===== src/rtl/uart_regif_pkg.sv =====
// Shared register map, IRQ bit indices and CTRL layout for the APB stream register block.
package uart_regif_pkg;

  // Register offsets (byte addresses on the 5-bit PADDR bus)
  localparam logic [4:0] ADDR_DATA       = 5'h00;
  localparam logic [4:0] ADDR_STATUS     = 5'h04;
  localparam logic [4:0] ADDR_IRQ_STATUS = 5'h08;
  localparam logic [4:0] ADDR_IRQ_ENABLE = 5'h0C;
  localparam logic [4:0] ADDR_CTRL       = 5'h10;
  localparam logic [4:0] ADDR_FLUSH      = 5'h14;

  // IRQ_STATUS / IRQ_ENABLE bit indices
  localparam int unsigned IRQ_RX_NONEMPTY = 0;
  localparam int unsigned IRQ_TX_NONFULL  = 1;
  localparam int unsigned IRQ_RX_OVF      = 2;
  localparam int unsigned IRQ_RX_THRESH   = 3;
  localparam int unsigned IRQ_RX_TIMEOUT  = 4;
  localparam int unsigned IRQ_TX_DROP     = 5;
  localparam int unsigned NUM_IRQ         = 6;

  // FLUSH bit positions
  localparam int unsigned FLUSH_RX_BIT = 0;
  localparam int unsigned FLUSH_TX_BIT = 1;

  // CTRL layout: thresh in [7:0], timeout in [23:8]
  localparam int unsigned CTRL_THRESH_LSB  = 0;
  localparam int unsigned CTRL_TIMEOUT_LSB = 8;
  localparam int unsigned CTRL_WIDTH       = 24;

  typedef struct packed {
    logic [15:0] timeout;
    logic [7:0]  thresh;
  } ctrl_t;

endpackage


===== src/rtl/counted_fifo.sv =====
// Synchronous FIFO with occupancy count; flush dominates push and pop.
module counted_fifo #(
  parameter int unsigned DWIDTH  = 8,
  parameter int unsigned LOG2_SZ = 3
) (
  input  logic               clk,
  input  logic               reset,
  input  logic               push,
  input  logic [DWIDTH-1:0]  push_data,
  input  logic               pop,
  input  logic               flush,
  output logic [DWIDTH-1:0]  head,
  output logic               full,
  output logic               empty,
  output logic [LOG2_SZ:0]   level
);

  localparam int unsigned Depth = 2 ** LOG2_SZ;

  logic [DWIDTH-1:0]  mem_q [Depth];
  logic [LOG2_SZ-1:0] wptr_q, rptr_q;
  logic [LOG2_SZ:0]   level_q;
  logic               do_push, do_pop;

  assign full    = (level_q == {1'b1, {LOG2_SZ{1'b0}}});
  assign empty   = (level_q == '0);
  assign level   = level_q;
  assign head    = mem_q[rptr_q];
  // Full/empty are the pre-edge state, so a push into a full FIFO is lost even if a pop coincides
  assign do_push = push && !full && !flush;
  assign do_pop  = pop && !empty && !flush;

  // Pointer and level bookkeeping; pointers wrap naturally at the depth
  always_ff @(posedge clk or posedge reset) begin
    if (reset) begin
      wptr_q  <= '0;
      rptr_q  <= '0;
      level_q <= '0;
    end else if (flush) begin
      wptr_q  <= '0;
      rptr_q  <= '0;
      level_q <= '0;
    end else begin
      if (do_push) wptr_q <= wptr_q + LOG2_SZ'(1);
      if (do_pop)  rptr_q <= rptr_q + LOG2_SZ'(1);
      case ({do_push, do_pop})
        2'b10:   level_q <= level_q + (LOG2_SZ + 1)'(1);
        2'b01:   level_q <= level_q - (LOG2_SZ + 1)'(1);
        default: level_q <= level_q;
      endcase
    end
  end

  // Storage array; contents are don't-care while empty so no reset is needed
  always_ff @(posedge clk) begin
    if (do_push) mem_q[wptr_q] <= push_data;
  end

endmodule


===== src/rtl/apb_stream_regif.sv =====
// APB register front-end bridging a TX and an RX byte stream through two counted FIFOs,
// with edge-detected interrupt sources and an RX idle timeout.
module apb_stream_regif
  import uart_regif_pkg::*;
#(
  parameter int unsigned DWIDTH       = 8,
  parameter int unsigned TX_FIFO_LOG2 = 3,
  parameter int unsigned RX_FIFO_LOG2 = 3
) (
  input  logic              clk,
  input  logic              reset,
  input  logic              PSEL,
  input  logic              PENABLE,
  input  logic              PWRITE,
  input  logic [4:0]        PADDR,
  input  logic [31:0]       PWDATA,
  output logic [31:0]       PRDATA,
  output logic [DWIDTH-1:0] tx_data,
  output logic              tx_has_data,
  input  logic              tx_data_consume,
  input  logic [DWIDTH-1:0] rx_data,
  output logic              rx_has_space,
  input  logic              rx_data_produce,
  input  logic              rx_overflow,
  output logic              IRQ
);

  logic                    acc, wr, rd;
  logic                    wr_data, rd_data, flush_rx, flush_tx;
  logic                    tx_full, tx_empty, rx_full, rx_empty;
  logic [TX_FIFO_LOG2:0]   tx_level;
  logic [RX_FIFO_LOG2:0]   rx_level;
  logic [7:0]              tx_level8, rx_level8;
  logic [DWIDTH-1:0]       rx_head;
  logic                    rx_above, rx_clr, tmo_inc, tmo_evt;
  logic [NUM_IRQ-1:0]      hw_set, w1c;
  logic [15:0]             tmo_cnt_d;
  logic                    unused_pwdata;

  ctrl_t                   ctrl_q;
  logic [NUM_IRQ-1:0]      irq_sts_q, irq_en_q;
  logic [15:0]             tmo_cnt_q;
  logic                    rx_empty_q, tx_full_q, ovf_q, rx_above_q;

  assign acc      = PSEL && PENABLE;
  assign wr       = acc && PWRITE;
  assign rd       = acc && !PWRITE;
  assign wr_data  = wr && (PADDR == ADDR_DATA);
  assign rd_data  = rd && (PADDR == ADDR_DATA);
  assign flush_rx = wr && (PADDR == ADDR_FLUSH) && PWDATA[FLUSH_RX_BIT];
  assign flush_tx = wr && (PADDR == ADDR_FLUSH) && PWDATA[FLUSH_TX_BIT];
  assign w1c      = (wr && (PADDR == ADDR_IRQ_STATUS)) ? PWDATA[NUM_IRQ-1:0] : '0;

  assign unused_pwdata = ^PWDATA[31:CTRL_WIDTH];

  counted_fifo #(
    .DWIDTH  (DWIDTH),
    .LOG2_SZ (TX_FIFO_LOG2)
  ) u_tx_fifo (
    .clk       (clk),
    .reset     (reset),
    .push      (wr_data),
    .push_data (PWDATA[DWIDTH-1:0]),
    .pop       (tx_data_consume),
    .flush     (flush_tx),
    .head      (tx_data),
    .full      (tx_full),
    .empty     (tx_empty),
    .level     (tx_level)
  );

  counted_fifo #(
    .DWIDTH  (DWIDTH),
    .LOG2_SZ (RX_FIFO_LOG2)
  ) u_rx_fifo (
    .clk       (clk),
    .reset     (reset),
    .push      (rx_data_produce),
    .push_data (rx_data),
    .pop       (rd_data),
    .flush     (flush_rx),
    .head      (rx_head),
    .full      (rx_full),
    .empty     (rx_empty),
    .level     (rx_level)
  );

  assign tx_has_data  = !tx_empty;
  assign rx_has_space = !rx_full;
  assign tx_level8    = 8'(tx_level);
  assign rx_level8    = 8'(rx_level);
  assign rx_above     = (ctrl_q.thresh != 8'd0) && (rx_level8 >= ctrl_q.thresh);

  // Timeout counter: any RX activity restarts it; it parks at the limit so b4 fires once
  always_comb begin
    rx_clr    = (rx_data_produce && !rx_full) || (rd_data && !rx_empty) || flush_rx;
    tmo_inc   = !rx_clr && !rx_empty && (tmo_cnt_q < ctrl_q.timeout);
    tmo_evt   = tmo_inc && ((tmo_cnt_q + 16'd1) == ctrl_q.timeout);
    tmo_cnt_d = tmo_cnt_q;
    if (rx_clr)       tmo_cnt_d = '0;
    else if (tmo_inc) tmo_cnt_d = tmo_cnt_q + 16'd1;
  end

  // Hardware interrupt sources, each an edge against last cycle's history
  always_comb begin
    hw_set                  = '0;
    hw_set[IRQ_RX_NONEMPTY] = !rx_empty && rx_empty_q;
    hw_set[IRQ_TX_NONFULL]  = !tx_full && tx_full_q;
    hw_set[IRQ_RX_OVF]      = rx_overflow && !ovf_q;
    hw_set[IRQ_RX_THRESH]   = rx_above && !rx_above_q;
    hw_set[IRQ_RX_TIMEOUT]  = tmo_evt;
    hw_set[IRQ_TX_DROP]     = wr_data && tx_full;
  end

  // Control/status registers and edge history
  always_ff @(posedge clk or posedge reset) begin
    if (reset) begin
      ctrl_q     <= '0;
      irq_sts_q  <= '0;
      irq_en_q   <= '0;
      tmo_cnt_q  <= '0;
      rx_empty_q <= 1'b0;
      tx_full_q  <= 1'b0;
      ovf_q      <= 1'b0;
      rx_above_q <= 1'b0;
    end else begin
      // Hardware set is ORed after the clear so it wins a same-cycle W1C
      irq_sts_q <= (irq_sts_q & ~w1c) | hw_set;
      if (wr && (PADDR == ADDR_IRQ_ENABLE)) irq_en_q <= PWDATA[NUM_IRQ-1:0];
      if (wr && (PADDR == ADDR_CTRL))       ctrl_q   <= ctrl_t'(PWDATA[CTRL_WIDTH-1:0]);
      tmo_cnt_q  <= tmo_cnt_d;
      rx_empty_q <= rx_empty;
      tx_full_q  <= tx_full;
      ovf_q      <= rx_overflow;
      rx_above_q <= rx_above;
    end
  end

  assign IRQ = |(irq_sts_q & irq_en_q);

  // Read data mux, purely from PADDR and registered state
  always_comb begin
    PRDATA = '0;
    case (PADDR)
      ADDR_DATA: begin
        if (!rx_empty) PRDATA[DWIDTH-1:0] = rx_head;
      end
      ADDR_STATUS: begin
        PRDATA[0]     = !rx_empty;
        PRDATA[1]     = !tx_full;
        PRDATA[2]     = tx_empty;
        PRDATA[15:8]  = rx_level8;
        PRDATA[23:16] = tx_level8;
      end
      ADDR_IRQ_STATUS: PRDATA[NUM_IRQ-1:0] = irq_sts_q;
      ADDR_IRQ_ENABLE: PRDATA[NUM_IRQ-1:0] = irq_en_q;
      ADDR_CTRL:       PRDATA[CTRL_WIDTH-1:0] = ctrl_q;
      default:         PRDATA = '0;
    endcase
  end

endmodule

===== config.mk =====
export PLATFORM = sky130hd
export DESIGN_NAME = apb_stream_regif
export DESIGN_NICKNAME = d
export VERILOG_FILES = /design/src/rtl/uart_regif_pkg.sv /design/src/rtl/counted_fifo.sv /design/src/rtl/apb_stream_regif.sv
export SDC_FILE = /design/constraint.sdc
export NUM_CORES = 1
export LEC_CHECK = 0
export CORE_MARGIN = 3
export CORE_UTILIZATION = 52
export CTS_CLUSTER_DIAMETER = 40
export DETAILED_ROUTE_END_ITERATION = 16
export PLACE_DENSITY = 0.74
export REMOVE_ABC_BUFFERS = 1
export SETUP_SLACK_MARGIN = 0.4
export SLEW_MARGIN = 20
export SYNTH_ARGS = -nofsm -noshare
export SYNTH_HDL_FRONTEND = slang
export SYNTH_SLANG_ARGS = --single-unit
export TNS_END_PERCENT = 50

===== constraint.sdc =====
create_clock -name clk -period 2.9 [get_ports clk]
set_input_delay 0.435 -clock clk [delete_from_list [all_inputs] [get_ports clk]]
set_output_delay 0.435 -clock clk [all_outputs]
set_load 0.02 [all_outputs]

# Yosys cells after proc, flatten, opt, wreduce, memory -nomap -nowiden
# Memories as Yosys holds them, arrays and structs flattened.
# Index checks and enable logic that the tools add are counted.
[totals]
regBits = 76
mem_bits_rw = 128
out_inout_bits = 43
elab_cells = 120
mem_count = 2
[memory_table]
columns = ["memory", "words", "width", "read_ports", "rd_clocked_by_memory_dff", "wr", "line_no", "text"]
rows = [
  ["u_rx_fifo.mem_q", 8, 8, 1, 0, 1, "counted_fifo.sv:20", "logic [DWIDTH-1:0] mem_q [Depth];"],
  ["u_tx_fifo.mem_q", 8, 8, 1, 0, 1, "counted_fifo.sv:20", ""],
]
[classes]
addsub = 9
order_cmp = 2
n_eq_ne = 12
mux = 24
bitwise_logic = 4
n_reduce_logical = 52
[ops]
columns = ["cell", "n"]
rows = [
  ["$mux W16", 2],
  ["$pmux W16 S2", 1],
  ["$logic_and A1 B1 Y1", 28],
  ["$mux W3", 8],
  ["$add A16 B1 Y16 const B", 1],
  ["$eq A16 B16 Y1", 1],
  ["$lt A16 B16 Y1", 1],
  ["$pmux W4 S2", 2],
  ["$pmux W3 S5", 1],
  ["$add A3 B1 Y3 const B", 4],
  ["$and A6 B6 Y6", 2],
  ["$pmux W3 S4", 1],
  ["$eq A5 B4 Y1 const B", 2],
  ["$eq A5 B5 Y1 const B", 2],
  ["$logic_not A1 Y1", 10],
  ["$reduce_bool A2 Y1", 5],
  ["$add A4 B1 Y4 const B", 2],
  ["$eq A4 B4 Y1 const B", 2],
  ["$ge A4 B8 Y1", 1],
  ["$logic_not A4 Y1", 2],
  ["$mux W4", 2],
  ["$mux W8", 1],
  ["$reduce_bool A8 Y1", 1],
  ["$sub A4 B1 Y4 const B", 2],
  ["other kinds (12)", 19],
]

# Depth between registers and ports, before layout
# Gate-level depths: netlist (run 1).
[logic_depth]
word_depth = 11
ltp_mapped = 13

# Cells and area by module
# From an unflattened synthesis (run 1), not the netlist that was laid out.
[unflattened]
hier_cells = 761
area_unflattened_um2 = 10034.6
[modules_own_cells]
columns = ["mod", "instances", "cells_each", "area_per_inst_um2"]
rows = [
  ["counted_fifo", 2, 171, 3128.0],
  ["apb_stream_regif", 1, 419, 3778.6],
]

# Worst setup path after synthesis (run 1)
# OpenSTA, ideal clock, no wires.
[synth_path]
kind = "input-to-reg"
start = "input port PADDR[3]"
end = "register u_rx_fifo.level_q[2], in the netlist u_rx_fifo.level[2]"
setup_ns = 0.137
t_arrival_ns = 2.676
slack_ns = 0.086
cell_stages = 11
path_buffers = 1
path_cell_list = "nor4_1 nor2b_1 nand2_1 clkbuf_1 nor2_1 xor2_1 ha_1 or4_1 and3_1 o21ai_1 o21ai_0"
[synth_between]
elab_chain_len = 8
word_cells_on_any_way = 14
[synth_rtl]
columns = ["item", "line_no", "text"]
rows = [
  ["start, declared", "apb_stream_regif.sv:15", "input logic [4:0] PADDR,"],
  ["$eq A5 B5 Y1", "apb_stream_regif.sv:50", "assign flush_rx = wr && (PADDR == ADDR_FLUSH) && PWDATA[FLUSH_RX_BIT];"],
  ["$logic_and A1 B1 Y1 (2 in a row)", "apb_stream_regif.sv:50", ""],
  ["$logic_not A1 Y1", "counted_fifo.sv:30, counted_fifo.sv:31", ""],
  ["$logic_and A1 B1 Y1 (on tied branches)", "counted_fifo.sv:31, counted_fifo.sv:30", ""],
  ["$eq A2 B1 Y1 / $eq A2 B2 Y1 (equally long branches)", "counted_fifo.sv:46", "case ({do_push, do_pop})"],
  ["$pmux W4 S2", "counted_fifo.sv:46", ""],
  ["$mux W4", "counted_fifo.sv:39", "end else if (flush) begin"],
  ["end signal, assigned", "counted_fifo.sv:47", "2'b10: level_q <= level_q + (LOG2_SZ + 1)'(1);"],
  ["end signal, assigned", "counted_fifo.sv:48", "2'b01: level_q <= level_q - (LOG2_SZ + 1)'(1);"],
  ["end signal, assigned", "counted_fifo.sv:49", "default: level_q <= level_q;"],
  ["end, declared", "counted_fifo.sv:22", "logic [LOG2_SZ:0] level_q;"],
]
# Parallel ways exist; a longest one is shown, timed or not.
# A chain may end at the register's enable or synchronous reset.

# Worst setup path after layout (run 1)
[layout_path]
start = "register u_rx_fifo.rptr_q[0]"
end = "output port PRDATA[2]"
[layout_between]
elab_chain_len = 3
[layout_rtl]
columns = ["item", "line_no", "text"]
rows = [
  ["start, declared", "counted_fifo.sv:21", "logic [LOG2_SZ-1:0] wptr_q, rptr_q;"],
  ["start signal, assigned", "counted_fifo.sv:45", "if (do_pop) rptr_q <= rptr_q + LOG2_SZ'(1);"],
  ["$mem_v2 Z8 W8", "-", ""],
  ["$mux W8", "apb_stream_regif.sv:146", "if (!rx_empty) PRDATA[DWIDTH-1:0] = rx_head;"],
  ["$pmux W3 S5", "apb_stream_regif.sv:144", "case (PADDR)"],
  ["end, declared", "apb_stream_regif.sv:17", "output logic [31:0] PRDATA,"],
]
# Every way passes these cells.

==> metrics.md, run 1 <==
| Metric | Value |
|---|---|
| Top-area cell type share of the netlist area | `39.8%` |
| CTS Root Cell | `sky130_fd_sc_hd__clkbuf_16` |
| Syn_area_per_cell | `13.1 um^2` |
| Synthesized cell area | `9650 um^2` |
| Largest family of logic cells by synthesized area | `simple AND/OR/NAND/NOR gates` |
| Slowest cell on the critical path | `sky130_fd_sc_hd__mux4_2` |
| Antenna viol nets, final | `0` |
| Final setup violation count | `0` |
| Largest buffer count on any clock path | `3` |
| Hold Slack | `312 ps` |
| Largest net degree at the start of global routing | `77` |
| Main synth FF type | `sky130_fd_sc_hd__edfxtp_1` |
| Global route total overflow | `0` |
| Vias after detailed routing | `6693` |
| Routability cong. | `0.869` |
| Dominant cells by area after synthesis | `sky130_fd_sc_hd__edfxtp_1 40%, sky130_fd_sc_hd__dfrtp_1 20%, sky130_fd_sc_hd__mux4_2 7.5%` |
| Critical path required time | `2470 ps` |
| Worst skew pair latency | `540 ps` |
| Number of I/O pins | `96` |
| Placement-stage worst setup slack | `-348 ps` |
| Count of hold buffers inserted by post-cts repair | `0` |
| Number of flops mapped to enable cells by yosys | `128` |
| Worst clock skew on the final layout | `16.4 ps` |
| TritonCTS clock tree | `yes` |
| Peak supply drop | `0.661 mV` |
| Synthesized flop and latch total | `204` |
| Share of the synthesized netlist area taken by xor and xnor gates | `4.18%` |
| Synthesized-area fraction occupied by and/or/nand/nor cells | `11.5%` |
| TritonCTS Buffers | `27` |
| Netlist cell types | `60` |
| Per-cell via count in the routed design | `5.90` |
| Commonest cells after routing, fill and taps aside | `128 x sky130_fd_sc_hd__edfxtp_1, 71 x sky130_fd_sc_hd__dfrtp_1, 67 x sky130_fd_sc_hd__buf_4, 65 x sky130_fd_sc_hd__nand2_1, 49 x sky130_fd_sc_hd__nor2_1` |
| Number of placed instances, taps included | `1077` |
| Final WL | `23300 um` |
| Fraction of the mapped netlist area in compound gates | `7.21%` |
| Critical path capture point type | `output pin` |
| Average wire length per cell after detail routing | `20.5 um` |
| First-pass GRT wire length | `36400 um` |
| Synth Warn # | `0` |
| Power density over the cells | `746 nW/um^2` |
| Worst setup path category | `flop to output pin` |
| Final non-filler cell total | `1135` |
| Count of standard-cell rows | `49` |
| Slack of the critical path | `87.0 ps` |
| Tcrit/Tclk final | `97.0%` |
| Number of hold violations in the final report | `0` |
| CP startpoint kind | `flop` |
| Antenna diode count | `0` |
| Unrepaired setup endpoints after global routing | `true` |
| Gate count of the mapped netlist | `737` |
| Vert. Die Dim | `142 um` |
| Arrival time at the worst endpoint | `2380 ps` |
| Antenna violations before repair | `1` |
| Port Buffers | `79` |
| Largest delay share family, worst path | `multiplexers` |
| Die area | `20200 um^2` |
| Leading cell type in the layout, fill and taps excluded | `sky130_fd_sc_hd__edfxtp_1` |
| Ratio of cells with drive above 1 in the final layout | `23.7%` |
| H-tree lvl count | `1` |
| Die Span X | `142 um` |
| Synthesized-area fraction occupied by adder cells | `3.50%` |
| 1st-pass router iterations | `5` |
| Proportion of synthesized flip-flops having asynchronous set or reset | `37.3%` |
| Final slew viol count | `0` |
| Largest area contributor in the synthesized netlist | `sky130_fd_sc_hd__edfxtp_1` |
| Worst min-delay path category | `input pin to asynchronous set/reset pin` |
| Detailed placer's ending HPWL | `15700 um` |
| Highest attainable clock frequency | `355 MHz` |
| Delay of the slowest cell on the worst path | `500 ps` |
| Tightest slew margin relative to the limit | `38.2%` |
| Setup tns final | `0 ps` |
| GRT Overall Usage | `22.7%` |
| TritonCTS Sinks | `204` |
| Final Core Density | `66.7%` |
| Result of the run | `finished, final reports clean` |
| Sequential fraction of the synthesis area | `59.6%` |
| Cells along the critical path | `buf_12 -> mux4_2 -> mux2i_2 -> o22ai_1 -> a311o_1 -> buf_6` |
| Via count of the first global-routing pass | `6749` |
| Final layout net count | `965` |
| Leakage power of the design | `4.72 nW` |
| Mux contribution to synthesized area | `10.9%` |
| Final Critical Period | `2810 ps` |
| Buf/Inv on CP | `2` |
| Growth of design area from synthesis to finish | `25.1%` |
| Transition at the pin with the smallest max-transition slack | `923 ps` |
| Clock slew at the register clock pins of the worst setup and hold paths | `60 ps` |
| Crit path max fanout | `4` |
| Initial core utilization | `53.3%` |
| DRC errors left | `0` |
| Max-cap viol count | `0` |
| Area of the core region | `18100 um^2` |
| Drt initial violations | `511` |
worst reg2reg max path, cell delays in order, from the launching register on:
cell and delay (ps):
sky130_fd_sc_hd__dfrtp_1 450, sky130_fd_sc_hd__nor3_2 290, sky130_fd_sc_hd__nand2b_1 170, sky130_fd_sc_hd__inv_1 160, sky130_fd_sc_hd__nor3_2 70, sky130_fd_sc_hd__nand2_1 100
sky130_fd_sc_hd__nor2_1 60, sky130_fd_sc_hd__xor2_1 150, sky130_fd_sc_hd__ha_1 200, sky130_fd_sc_hd__or4_1 530, sky130_fd_sc_hd__and3_1 210, sky130_fd_sc_hd__o21ai_1 100
sky130_fd_sc_hd__o21ai_0 90
synth_stat cells (3+ instances only):
master                     instances
sky130_fd_sc_hd__buf_1             3
sky130_fd_sc_hd__and2_1           12
sky130_fd_sc_hd__nor3b_1           4
sky130_fd_sc_hd__a22oi_1           9
sky130_fd_sc_hd__nand2b_1          6
sky130_fd_sc_hd__buf_2             8
sky130_fd_sc_hd__dfrtp_1          76
sky130_fd_sc_hd__buf_4             8
sky130_fd_sc_hd__a22o_1           10
sky130_fd_sc_hd__o31ai_1           4
sky130_fd_sc_hd__o221ai_1          4
sky130_fd_sc_hd__o21ai_0          33
sky130_fd_sc_hd__nor4b_1           3
sky130_fd_sc_hd__nand2_1          66
sky130_fd_sc_hd__mux4_2           32
sky130_fd_sc_hd__ha_1             27
sky130_fd_sc_hd__nor2b_1           5
sky130_fd_sc_hd__o211ai_1          5
sky130_fd_sc_hd__a211oi_1          3
sky130_fd_sc_hd__mux2_2           22
sky130_fd_sc_hd__nand3_1          24
sky130_fd_sc_hd__a21oi_1          17
sky130_fd_sc_hd__inv_1            29
sky130_fd_sc_hd__and3_1            6
sky130_fd_sc_hd__mux2i_1           8
sky130_fd_sc_hd__xnor2_1          34
sky130_fd_sc_hd__xor2_1           12
sky130_fd_sc_hd__nor2_1           49
sky130_fd_sc_hd__nand4_1           8
sky130_fd_sc_hd__nor4_1            8
sky130_fd_sc_hd__clkbuf_1         20
sky130_fd_sc_hd__edfxtp_1        128
sky130_fd_sc_hd__nor3_1           19
layout make-up:
cell class	instances	area, um^2
clock buffer	33	708
timing repair buffer	153	1370
inverter	29	109
sequential	204	5750
fill	1260	6020
clock inverter	17	134
tap	229	287
multi-input combinational	470	3710
stage by stage:
step                instance area, um^2  power (mW)
floorplan                          9480        4.99
global placement                  11100        5.81
detailed placement                11100        5.90
CTS                               12000        8.93
global route                      12100        9.40
finish                            12100        9.00
state kept, by name, indices dropped and copies added, names as in the netlist:
signal            flops
u_rx_fifo.mem_q      64
u_tx_fifo.mem_q      64
ctrl_q               24
tmo_cnt_q            16
irq_en_q              6
irq_sts_q             6
u_rx_fifo.level       4
u_tx_fifo.level       4
u_rx_fifo.rptr_q      3
u_rx_fifo.wptr_q      3
u_tx_fifo.rptr_q      3
u_tx_fifo.wptr_q      3
ovf_q                 1
rx_above_q            1
rx_empty_q            1
tx_full_q             1
where the power goes:
group          leakage (nW)  switching, mW  internal (mW)  total (mW)
logic                  2.23           1.16           1.09        2.25
clock network         0.405           1.26           1.77        3.04
registers              2.08          0.294           3.42        3.71
total                  4.72           2.72           6.28        9.00
layer usage:
metal | vias to the layer above | wire [um] | global-route usage (%)
met4 | 2 | 594 | 6.16
met3 | 55 | 1450 | 3.66
li1 | 3041 | - | -
met5 | - | 8 | 0
met1 | 3344 | 9340 | 30.2
met2 | 251 | 11900 | 39.2
what timing repair did:
| action | CTS | global route |
|---|---|---|
| endpoints found under the setup margin | 35 | 39 |
| resized for setup | 85 | 36 |
| cloned | 0 | 1 |
| setup buffers | 4 | 3 |
| pin swaps | 2 | 5 |
kinds of logic (layout without fill, tap and decap cells):
logic type,after synthesis,in the layout
other,1,8
and+or+nand+nor,222,222
adders and majority gates,27,27
DFF,204,204
buffers and inverters,70,232
xor gates and xnor gates,46,46
AOI/OAI and AO/OA,105,105
muxes,62,62
final timing paths:
kind                       depth (start not counted)                  end  slack [ps]           startpoint
min                                                3   u_tx_fifo.level[3]         310                reset
max reg2reg                                       12   u_rx_fifo.level[2]         200   u_rx_fifo.level[0]
min reg2reg                                        1         irq_sts_q[2]         420                ovf_q
max                                                6            PRDATA[2]          90  u_rx_fifo.rptr_q[0]
max in group asynchronous                          3  u_rx_fifo.rptr_q[1]        2250                reset
min in group clk                                   1         irq_sts_q[2]         420                ovf_q
No activity file was read; power rests on OpenSTA's default activity.
==> run 2: changes to the inputs <==
SLEW_MARGIN = 0   (was 20)
==> results of run 2 <==
No change in the layout: final DEF, timing and power equal those of run 1.
